`src/rtl/ds_function.sv`:
```
// DS1302 3-wire engine: one single-byte write or read on CE/SCLK/IO, LSB first.
// Define DS_IO_SYNC_EN to put a 2-flop synchronizer on ds_io_in (sample point 2 cycles later).
module ds_function #(
  parameter int HALF_PERIOD = 25,
  parameter int CE_SETUP    = 200,
  parameter int CE_HOLD     = 50,
  parameter int CE_RECOVER  = 200
) (
  input  logic       clk,
  input  logic       rst,
  input  logic [1:0] func_start,
  input  logic [7:0] register_addr,
  input  logic [7:0] write_data,
  output logic       func_done,
  output logic [7:0] read_data,
  output logic       ds_ce,
  output logic       ds_sclk,
  output logic       ds_io_out,
  output logic       ds_io_oe,
  input  logic       ds_io_in
);

  localparam logic [2:0] S_IDLE    = 3'd0;
  localparam logic [2:0] S_SETUP   = 3'd1;
  localparam logic [2:0] S_SHIFT   = 3'd2;
  localparam logic [2:0] S_HOLD    = 3'd3;
  localparam logic [2:0] S_FINISH  = 3'd4;
  localparam logic [2:0] S_RECOVER = 3'd5;

`ifdef DS_IO_SYNC_EN
  localparam int SYNC_LAT = 2;
`else
  localparam int SYNC_LAT = 0;
`endif

  localparam int MAX_A   = (CE_SETUP > CE_HOLD) ? CE_SETUP : CE_HOLD;
  localparam int MAX_B   = (CE_RECOVER > HALF_PERIOD + SYNC_LAT) ? CE_RECOVER : HALF_PERIOD + SYNC_LAT;
  localparam int CNT_MAX = (MAX_A > MAX_B) ? MAX_A : MAX_B;
  localparam int CW      = $clog2(CNT_MAX + 1);

  localparam logic [CW-1:0] SETUP_LAST  = CW'(CE_SETUP - 1);
  localparam logic [CW-1:0] HP_LAST     = CW'(HALF_PERIOD - 1);
  localparam logic [CW-1:0] SLOT15_LAST = CW'(HALF_PERIOD - 1 + SYNC_LAT);
  localparam logic [CW-1:0] HOLD_LAST   = CW'(CE_HOLD - 1);
  localparam logic [CW-1:0] REC_LAST    = CW'(CE_RECOVER - 1);

  logic [2:0]    state_q, state_d;
  logic [CW-1:0] cnt_q, cnt_d;
  logic [3:0]    bit_q, bit_d;
  logic          phase_q, phase_d;   // 0 = SCLK low phase, 1 = high phase
  logic          rd_q, rd_d;
  logic [7:0]    addr_q, addr_d;
  logic [7:0]    data_q, data_d;
  logic [7:0]    shadow_q;
  logic [7:0]    read_data_q, read_data_d;
  logic          done_q, ce_q, sclk_q, io_out_q, oe_q;
  logic          ce_d, sclk_d, io_out_d, oe_d;
  logic          io_smp, sample_en, accept, last_rd_slot;

  assign accept       = (func_start == 2'b10) || (func_start == 2'b01);
  assign last_rd_slot = rd_q && (bit_q == 4'd15);

`ifdef DS_IO_SYNC_EN
  logic [1:0] io_sync_q;
  always_ff @(posedge clk or posedge rst) begin
    if (rst) io_sync_q <= 2'b00;
    else     io_sync_q <= {io_sync_q[0], ds_io_in};
  end
  assign io_smp    = io_sync_q[1];
  // Slots 8..14 sample early in the high phase; slot 15 stretches its low phase instead.
  assign sample_en = (state_q == S_SHIFT) && rd_q && bit_q[3] &&
                     ((last_rd_slot && !phase_q && cnt_q == SLOT15_LAST) ||
                      (!last_rd_slot && phase_q && cnt_q == CW'(1)));
`else
  assign io_smp    = ds_io_in;
  assign sample_en = (state_q == S_SHIFT) && rd_q && bit_q[3] && !phase_q && (cnt_q == HP_LAST);
`endif

  // NOTE: every always_comb output gets a default first so no path can infer a latch.
  always_comb begin
    state_d = state_q;
    cnt_d   = cnt_q;
    bit_d   = bit_q;
    phase_d = phase_q;
    rd_d    = rd_q;
    addr_d  = addr_q;
    data_d  = data_q;
    case (state_q)
      S_IDLE: begin
        if (accept) begin
          state_d = S_SETUP;
          cnt_d   = '0;
          bit_d   = 4'd0;
          phase_d = 1'b0;
          rd_d    = (func_start == 2'b01);
          addr_d  = register_addr;
          data_d  = write_data;
        end
      end
      S_SETUP: begin
        if (cnt_q == SETUP_LAST) begin
          state_d = S_SHIFT;
          cnt_d   = '0;
          bit_d   = 4'd0;
          phase_d = 1'b0;
        end else begin
          cnt_d = cnt_q + CW'(1);
        end
      end
      S_SHIFT: begin
        if (!phase_q) begin
          if (last_rd_slot && cnt_q == SLOT15_LAST) begin
            state_d = S_HOLD;   // read slot 15 has no high phase
            cnt_d   = '0;
          end else if (!last_rd_slot && cnt_q == HP_LAST) begin
            phase_d = 1'b1;
            cnt_d   = '0;
          end else begin
            cnt_d = cnt_q + CW'(1);
          end
        end else if (cnt_q == HP_LAST) begin
          cnt_d = '0;
          if (bit_q == 4'd15) begin
            state_d = S_HOLD;
          end else begin
            bit_d   = bit_q + 4'd1;
            phase_d = 1'b0;
          end
        end else begin
          cnt_d = cnt_q + CW'(1);
        end
      end
      S_HOLD: begin
        if (cnt_q == HOLD_LAST) begin
          state_d = S_FINISH;
          cnt_d   = '0;
        end else begin
          cnt_d = cnt_q + CW'(1);
        end
      end
      S_FINISH: begin
        state_d = S_RECOVER;
        cnt_d   = '0;
      end
      S_RECOVER: begin
        if (cnt_q == REC_LAST) begin
          state_d = S_IDLE;
          cnt_d   = '0;
        end else begin
          cnt_d = cnt_q + CW'(1);
        end
      end
      default: begin
        state_d = S_IDLE;
        cnt_d   = '0;
      end
    endcase
  end

  // Pin values are decoded from the next state and registered, so the pins never glitch.
  always_comb begin
    ce_d        = (state_d == S_SETUP) || (state_d == S_SHIFT) || (state_d == S_HOLD);
    sclk_d      = (state_d == S_SHIFT) && phase_d;
    oe_d        = (state_d == S_SETUP) || ((state_d == S_SHIFT) && (!rd_d || !bit_d[3]));
    io_out_d    = 1'b0;
    read_data_d = read_data_q;
    if (state_d == S_SETUP) begin
      io_out_d = addr_d[0];
    end else if (state_d == S_SHIFT) begin
      if (!bit_d[3])  io_out_d = addr_d[bit_d[2:0]];
      else if (!rd_d) io_out_d = data_d[bit_d[2:0]];
    end
    if (state_d == S_FINISH && rd_q) read_data_d = shadow_q;
  end

  // NOTE: sequential state uses non-blocking assignments so every flop sees pre-edge values.
  always_ff @(posedge clk or posedge rst) begin
    if (rst) begin
      state_q     <= S_IDLE;
      cnt_q       <= '0;
      bit_q       <= 4'd0;
      phase_q     <= 1'b0;
      rd_q        <= 1'b0;
      addr_q      <= 8'h00;
      data_q      <= 8'h00;
      shadow_q    <= 8'h00;
      read_data_q <= 8'h00;
      done_q      <= 1'b0;
      ce_q        <= 1'b0;
      sclk_q      <= 1'b0;
      io_out_q    <= 1'b0;
      oe_q        <= 1'b0;
    end else begin
      state_q     <= state_d;
      cnt_q       <= cnt_d;
      bit_q       <= bit_d;
      phase_q     <= phase_d;
      rd_q        <= rd_d;
      addr_q      <= addr_d;
      data_q      <= data_d;
      read_data_q <= read_data_d;
      done_q      <= (state_d == S_FINISH);
      ce_q        <= ce_d;
      sclk_q      <= sclk_d;
      io_out_q    <= io_out_d;
      oe_q        <= oe_d;
      if (sample_en) shadow_q[bit_q[2:0]] <= io_smp;
    end
  end

  assign func_done = done_q;
  assign read_data = read_data_q;
  assign ds_ce     = ce_q;
  assign ds_sclk   = sclk_q;
  assign ds_io_out = io_out_q;
  assign ds_io_oe  = oe_q;

endmodule

```
`config.mk`:
```
export PLATFORM = sky130hd
export DESIGN_NAME = ds_function
export DESIGN_NICKNAME = d
export VERILOG_FILES = /design/src/rtl/ds_function.sv
export SDC_FILE = /design/constraint.sdc
export NUM_CORES = 1
export LEC_CHECK = 0
export ABC_CLOCK_PERIOD_IN_PS = 2700
export BUFFER_PORTS_ARGS = -buffer_cell sky130_fd_sc_hd__buf_2
export CAP_MARGIN = 20
export CORE_MARGIN = 2
export CORE_UTILIZATION = 35
export CTS_CLUSTER_DIAMETER = 80
export DETAILED_ROUTE_END_ITERATION = 7
export GPL_ROUTABILITY_DRIVEN = 0
export MAX_ROUTING_LAYER = met4
export PLACE_DENSITY = 0.54
export SETUP_SLACK_MARGIN = 0.05
export SLEW_MARGIN = 25
export SYNTH_ARGS = -nofsm -noshare
export SYNTH_HDL_FRONTEND = slang
export SYNTH_SLANG_ARGS = --single-unit
```
`constraint.sdc`:
```
create_clock -name clk -period 2.7 [get_ports clk]
set_input_delay 0.135 -clock clk [delete_from_list [all_inputs] [get_ports clk]]
set_output_delay 0.135 -clock clk [all_outputs]
set_load 0.005 [all_outputs]
```
; Word level (Yosys, flattened, before mapping)
; Cells that the tools add are included.
[totals]
regBits = 54
input_bits = 21
out_inout_bits = 13
elab_cells = 105
[op_classes]
add_sub_neg = 2
magnitude_cmp = 3
n_eq_ne = 16
n_mux = 48
n_reduce_logical = 22
[ops]
columns = operator, n
row1 = two-way mux 8 bit, 11
row2 = one-hot mux 8 bit (4 select lines), 1
row3 = two-way mux 3 bit, 8
row4 = two-way mux 4 bit, 5
row5 = one-hot mux 3 bit (6 select lines), 1
row6 = two-way mux 1 bit, 16
row7 = "== test 3 x 2 -> 1 bit, second input constant", 4
row8 = one-hot mux 4 bit (3 select lines), 1
row9 = logical AND 1 bit, 11
row10 = "== test 3 bit, second input constant", 3
row11 = "adder 8 x 1 -> 8 bit, second input constant", 1
row12 = bitwise mux 8 bit, 1
row13 = "== test 8 x 5 -> 1 bit, second input constant", 1
row14 = "== test 8 x 6 -> 1 bit, second input constant", 1
row15 = "== test 8 bit, second input constant", 1
row16 = "< comparator 3 x 4 -> 1 bit, second input constant", 2
row17 = binary-select mux 1 bit (select 3 bit), 2
row18 = "== test 3 x 1 -> 1 bit, second input constant", 2
row19 = logical OR 1 bit, 5
row20 = "adder 4 x 1 -> 4 bit, second input constant", 1
row21 = "== test 4 bit, second input constant", 1
row22 = zero test 1 bit, 4
row23 = demux 1 bit (select 3 bit), 1
row24 = ">= comparator 3 x 1 -> 1 bit, second input constant", 1
row25 = 6 further kinds, 6

; Logic depth before layout (Yosys ltp)
[logic_depth]
depth_word = 11
depth_mapped = 10
depth_no_buf = 10

; Worst setup path before layout
; No wires, ideal clock.
[synth_path]
path_type = reg2reg
start = register cnt_q[0]
end = register io_out_q, in the netlist ds_io_out
setup_ns = 0.140
arrival_time_ns = 2.217
required_time_ns = 2.560
path_slack_ns = 0.343
path_stages_with_launch = 10
n_path_buf = 1
period_less_slack_ns = 2.357
path_cell_list = dfrtp_1 > ha_1 > nand4b_2 > o32a_4 > a211o_1 > buf_6 > a21boi_2 > nor4_1 > nor4_1 > o221ai_1
[synth_via]
elab_chain_cells = 10
word_cells_on_any_way = 25
cone_classes = eq/ne: 5 / mux: 19 / reduce/logical: 1
[synth_lines]
columns = element, line
row1 = from (decl), 48  ; logic [CW-1:0] cnt_q, cnt_d;
row2 = from (signal assigned), 195  ; cnt_q <= cnt_d;
row3 = == test 8 x 5 -> 1 bit, "112, 121"
row4 = two-way mux 4 bit, 121  ; end else if (cnt_q == HP_LAST) begin
row5 = two-way mux 4 bit, 111  ; if (!phase_q) begin
row6 = one-hot mux 4 bit (3 select lines), 88  ; case (state_q)
row7 = binary-select mux 1 bit (select 3 bit), 171  ; else if (!rd_d) io_out_d = data_d[bit_d[2:0]];
row8 = two-way mux 1 bit (implied by the code), 171
row9 = two-way mux 1 bit, 171
row10 = two-way mux 1 bit, 170  ; if (!bit_d[3]) io_out_d = addr_d[bit_d[2:0]];
row11 = two-way mux 1 bit, 169  ; end else if (state_d == S_SHIFT) begin
row12 = two-way mux 1 bit (*), 167  ; if (state_d == S_SETUP) begin
row13 = via io_out_d, 57  ; logic ce_d, sclk_d, io_out_d, oe_d;
row14 = to (signal assigned), 205  ; io_out_q <= io_out_d;
row15 = to (decl), 56  ; logic done_q, ce_q, sclk_q, io_out_q, oe_q;
; The timed path passes the listed nets; every way through them passes the cells marked *. The select of a mux whose other input is x is not followed.
; A chain may end at the register's enable or synchronous reset.

; Worst setup path in the final report
; Same ends and word-level chain as after synthesis.

==> key figures <==
Outcome
  • Outcome: finished, final reports clean

Power and ir drop
  • Total power: approximately 2.1 mW
  • Cell Pwr Density: between 600 and 700 nW/um^2
  • Max IR drop VDD: 0.0002439 V
  • Leakage: approximately 1.5 nW

Finish
  • Layout cells sized above 1: 0.3430
  • Utilization after layout: 0.4287
  • # nets final: about 330
  • Synthesis-to-finish area growth: 17.63%
  • # diodes: 0

Yosys
  • Post-Syn Area: between 2000 and 3000 um^2
  • Top cells by area, synth: dfrtp_1 (47%), mux2_2 (13%), a21oi_1 (2.8%), ha_1 (2.2%), a211oi_1 (2.1%)
  • Synth cell types: 55
  • Count leader, synth: dfrtp_1
  • EDFF count, synth: 0
  • Seq cells post-synth: between 50 and 60
  • Top_reg_cell synth: dfrtp_1
  • Synth top cells by count: dfrtp_1 (54), mux2_2 (32), a21oi_1 (16), nand2_1 (13), nor2_1 (13)
  • Synth area leader: dfrtp_1
  • Post-synth net total: ~290
  • Cells after Synth: 262
  • Synth warnings: 0
  • Synthesized area per cell: around 11 um^2
  • Synth async-reset ratio: 1.000
  • Yosys top cell area share: 0.4749
  • Seq/Total Area, Yosys: 0.4749

Routing
  • DR WL/cell: between 10 and 15 um
  • First-pass iteration count of the detailed router: 4
  • Post-DRT Antenna Nets: 0
  • Residual DRC: 0
  • Routed wire length: between 5 and 6 mm
  • DRT iter0 DRCs: ~100
  • DR vias: 2147
  • Via density: between 5 and 6

Worst setup path
  • Worst Path Class, Setup: reg2reg
  • CP endpoint kind: flop
  • CP max FO: 10
  • Startpoint Class: flop
  • Worst EP arrival: between 2 and 3 ns
  • Crit path required time: 2.88 ns

STA
  • Rel. slew slack: 0.6578
  • Max frequency: a little under 400 MHz
  • Fin. max-slew vios: 0
  • RSZ-0062 raised after global routing: no
  • Clock Skews: 0.01268 ns
  • TNS Setup: 0 ns
  • Actual slew at the worst max-slew pin: approximately 0.51 ns
  • Setup ws final: about 0.12 ns
  • Crit share post-route: 0.9566
  • Min Tclk post-route: roughly 2.6 ns
  • Final setup vio count: 0
  • Final Hold Viols: 0

Min path
  • Hold WC Path Type: in2reg

Clocking
  • TritonCTS clock tree: built
  • H-Tree Depth: 2
  • Clock Latency Late Sink: slightly above 0.3 ns
  • Clock buffer depth: 2
  • Clock sink count: between 50 and 60
  • TritonCTS buffer count: 5
  • Root Driver: clkbuf_8
  • Clock transition at path regs: ~0.11 ns

Floorplanning
  • Die area: between 8000 and 9000 um^2
  • Initial Util: 0.3644
  • Core ar.: slightly below 8000 um^2
  • Die Width: around 94 um
  • Rows: 32
  • I/O pin total: 34
  • Die height: 94.16 um

Placed design
  • Detailed placement HPWL: approximately 4.4 mm
  • Place WS: 0.01177 ns
  • Port bufs: 33

Global routing
  • GRT Residual Overflow: 0
  • Initial antenna violation count: 0
  • First-pass GRT wire length: ~10 mm
  • Largest net degree at the start of global routing: 36
  • Vias in the first global route: 2116
  • Tot GR Track Use: 0.1467

Run
  • Max cap viols: 0
-- registers in the layout, indices dropped and copies added (netlist names) --
signal,flops
addr_q,8
cnt_q,8
data_q,8
read_data,8
shadow_q,8
bit_q,4
state_q,3
ds_ce,1
ds_io_oe,1
ds_io_out,1
ds_sclk,1
func_done,1
phase_q,1
rd_q,1
-- layout make-up --
type                       count  area (um^2)
clock buffer                   6        82.58
clock inverter                 2        17.52
fill                         764         4461
inverter                      12        45.04
multi-input combinational    185         1428
sequential                    54         1351
tap                          102        127.6
timing repair buffer          50        295.3
-- report_power, final --
part | switching [mW] | total, mW | leakage, nW | internal, mW
Sequential | 0.0977 | 1.09 | 0.688 | 0.990
Combinational | 0.295 | 0.576 | 0.765 | 0.281
Clock | 0.272 | 0.484 | 0.0514 | 0.212
-- cell usage in the layout (no fill, tap or decap), types with 3 or more instances in the layout --
cell,Yosys,routed
nand3b_1,3,3
nand2_1,13,13
and4_1,3,3
o21ai_0,10,10
clkbuf_8,0,6
and2_1,6,6
nand3_1,8,8
nor2_1,13,13
a211oi_1,8,6
buf_4,0,16
nor4_1,7,7
and3_1,4,4
ha_1,5,4
mux2_2,32,32
nor3_1,11,11
buf_2,2,33
dfrtp_1,54,54
a211oi_2,1,3
inv_1,11,10
a21oi_1,16,16
-- cell families (layout without fill, tap and decap cells) --
family	count (synthesis)	after routing	synth area share
AND/OR/NAND/NOR	87	87	0.1851
XOR/XNOR	2	2	0.006158
flip-flops	54	54	0.4749
multiplexers	35	35	0.1376
AO/OA/AOI/OAI	56	56	0.1403
buffers and inverters	23	70	0.03386
adder cells (fa/ha/maj)	5	5	0.02199
-- final timing paths --
check / startpoint / to / slack, ns / depth (start not counted)
min in group asynchronous: rst / addr_q[2] / 0.34 / 3
min: register_addr[3] / addr_q[3] / 0.07 / 2
max: cnt_q[0] / ds_io_out / 0.12 / 9
max reg2reg: cnt_q[0] / ds_io_out / 0.12 / 9
min reg2reg: read_data[5] / read_data[5] / 0.51 / 1
max in group asynchronous: rst / cnt_q[6] / 1.56 / 4
-- critical path, stage by stage, from the launching register on --
cell and delay (ns):
dfrtp_1 0.43, inv_1 0.11, ha_1 0.15, and4b_2 0.29, nand4_1 0.17, a211o_4 0.44
a211oi_2 0.25, nor3_1 0.09, nor4_1 0.34, o221ai_1 0.19
-- routing by layer --
metal / track usage / part of all wire
met1: 0.2038 / 0.50
met2: 0.2220 / 0.45
met3: 0.02648 / 0.038
met4: 0.03865 / 0.010
met5: - / 0
-- per-stage QoR --
stage	cells	instance area, um^2	hold WS (ns)
after floorplan	262	2845	0.2855
after global placement	401	3199	0.1525
after detailed placement	401	3199	0.1503
after CTS	411	3326	0.06280
after global routing	411	3347	0.06014
final	411	3347	0.06775
-- timing repair --
action                                  in CTS  in global routing
pin swaps                                    1                  2
endpoints found under the hold margin       19                  0
endpoints found under the setup margin       1                  1
hold buffers                                 1                  0
resized for setup                            2                  5
buffers inserted                             1                  0
(Power assumes the default switching activity.)
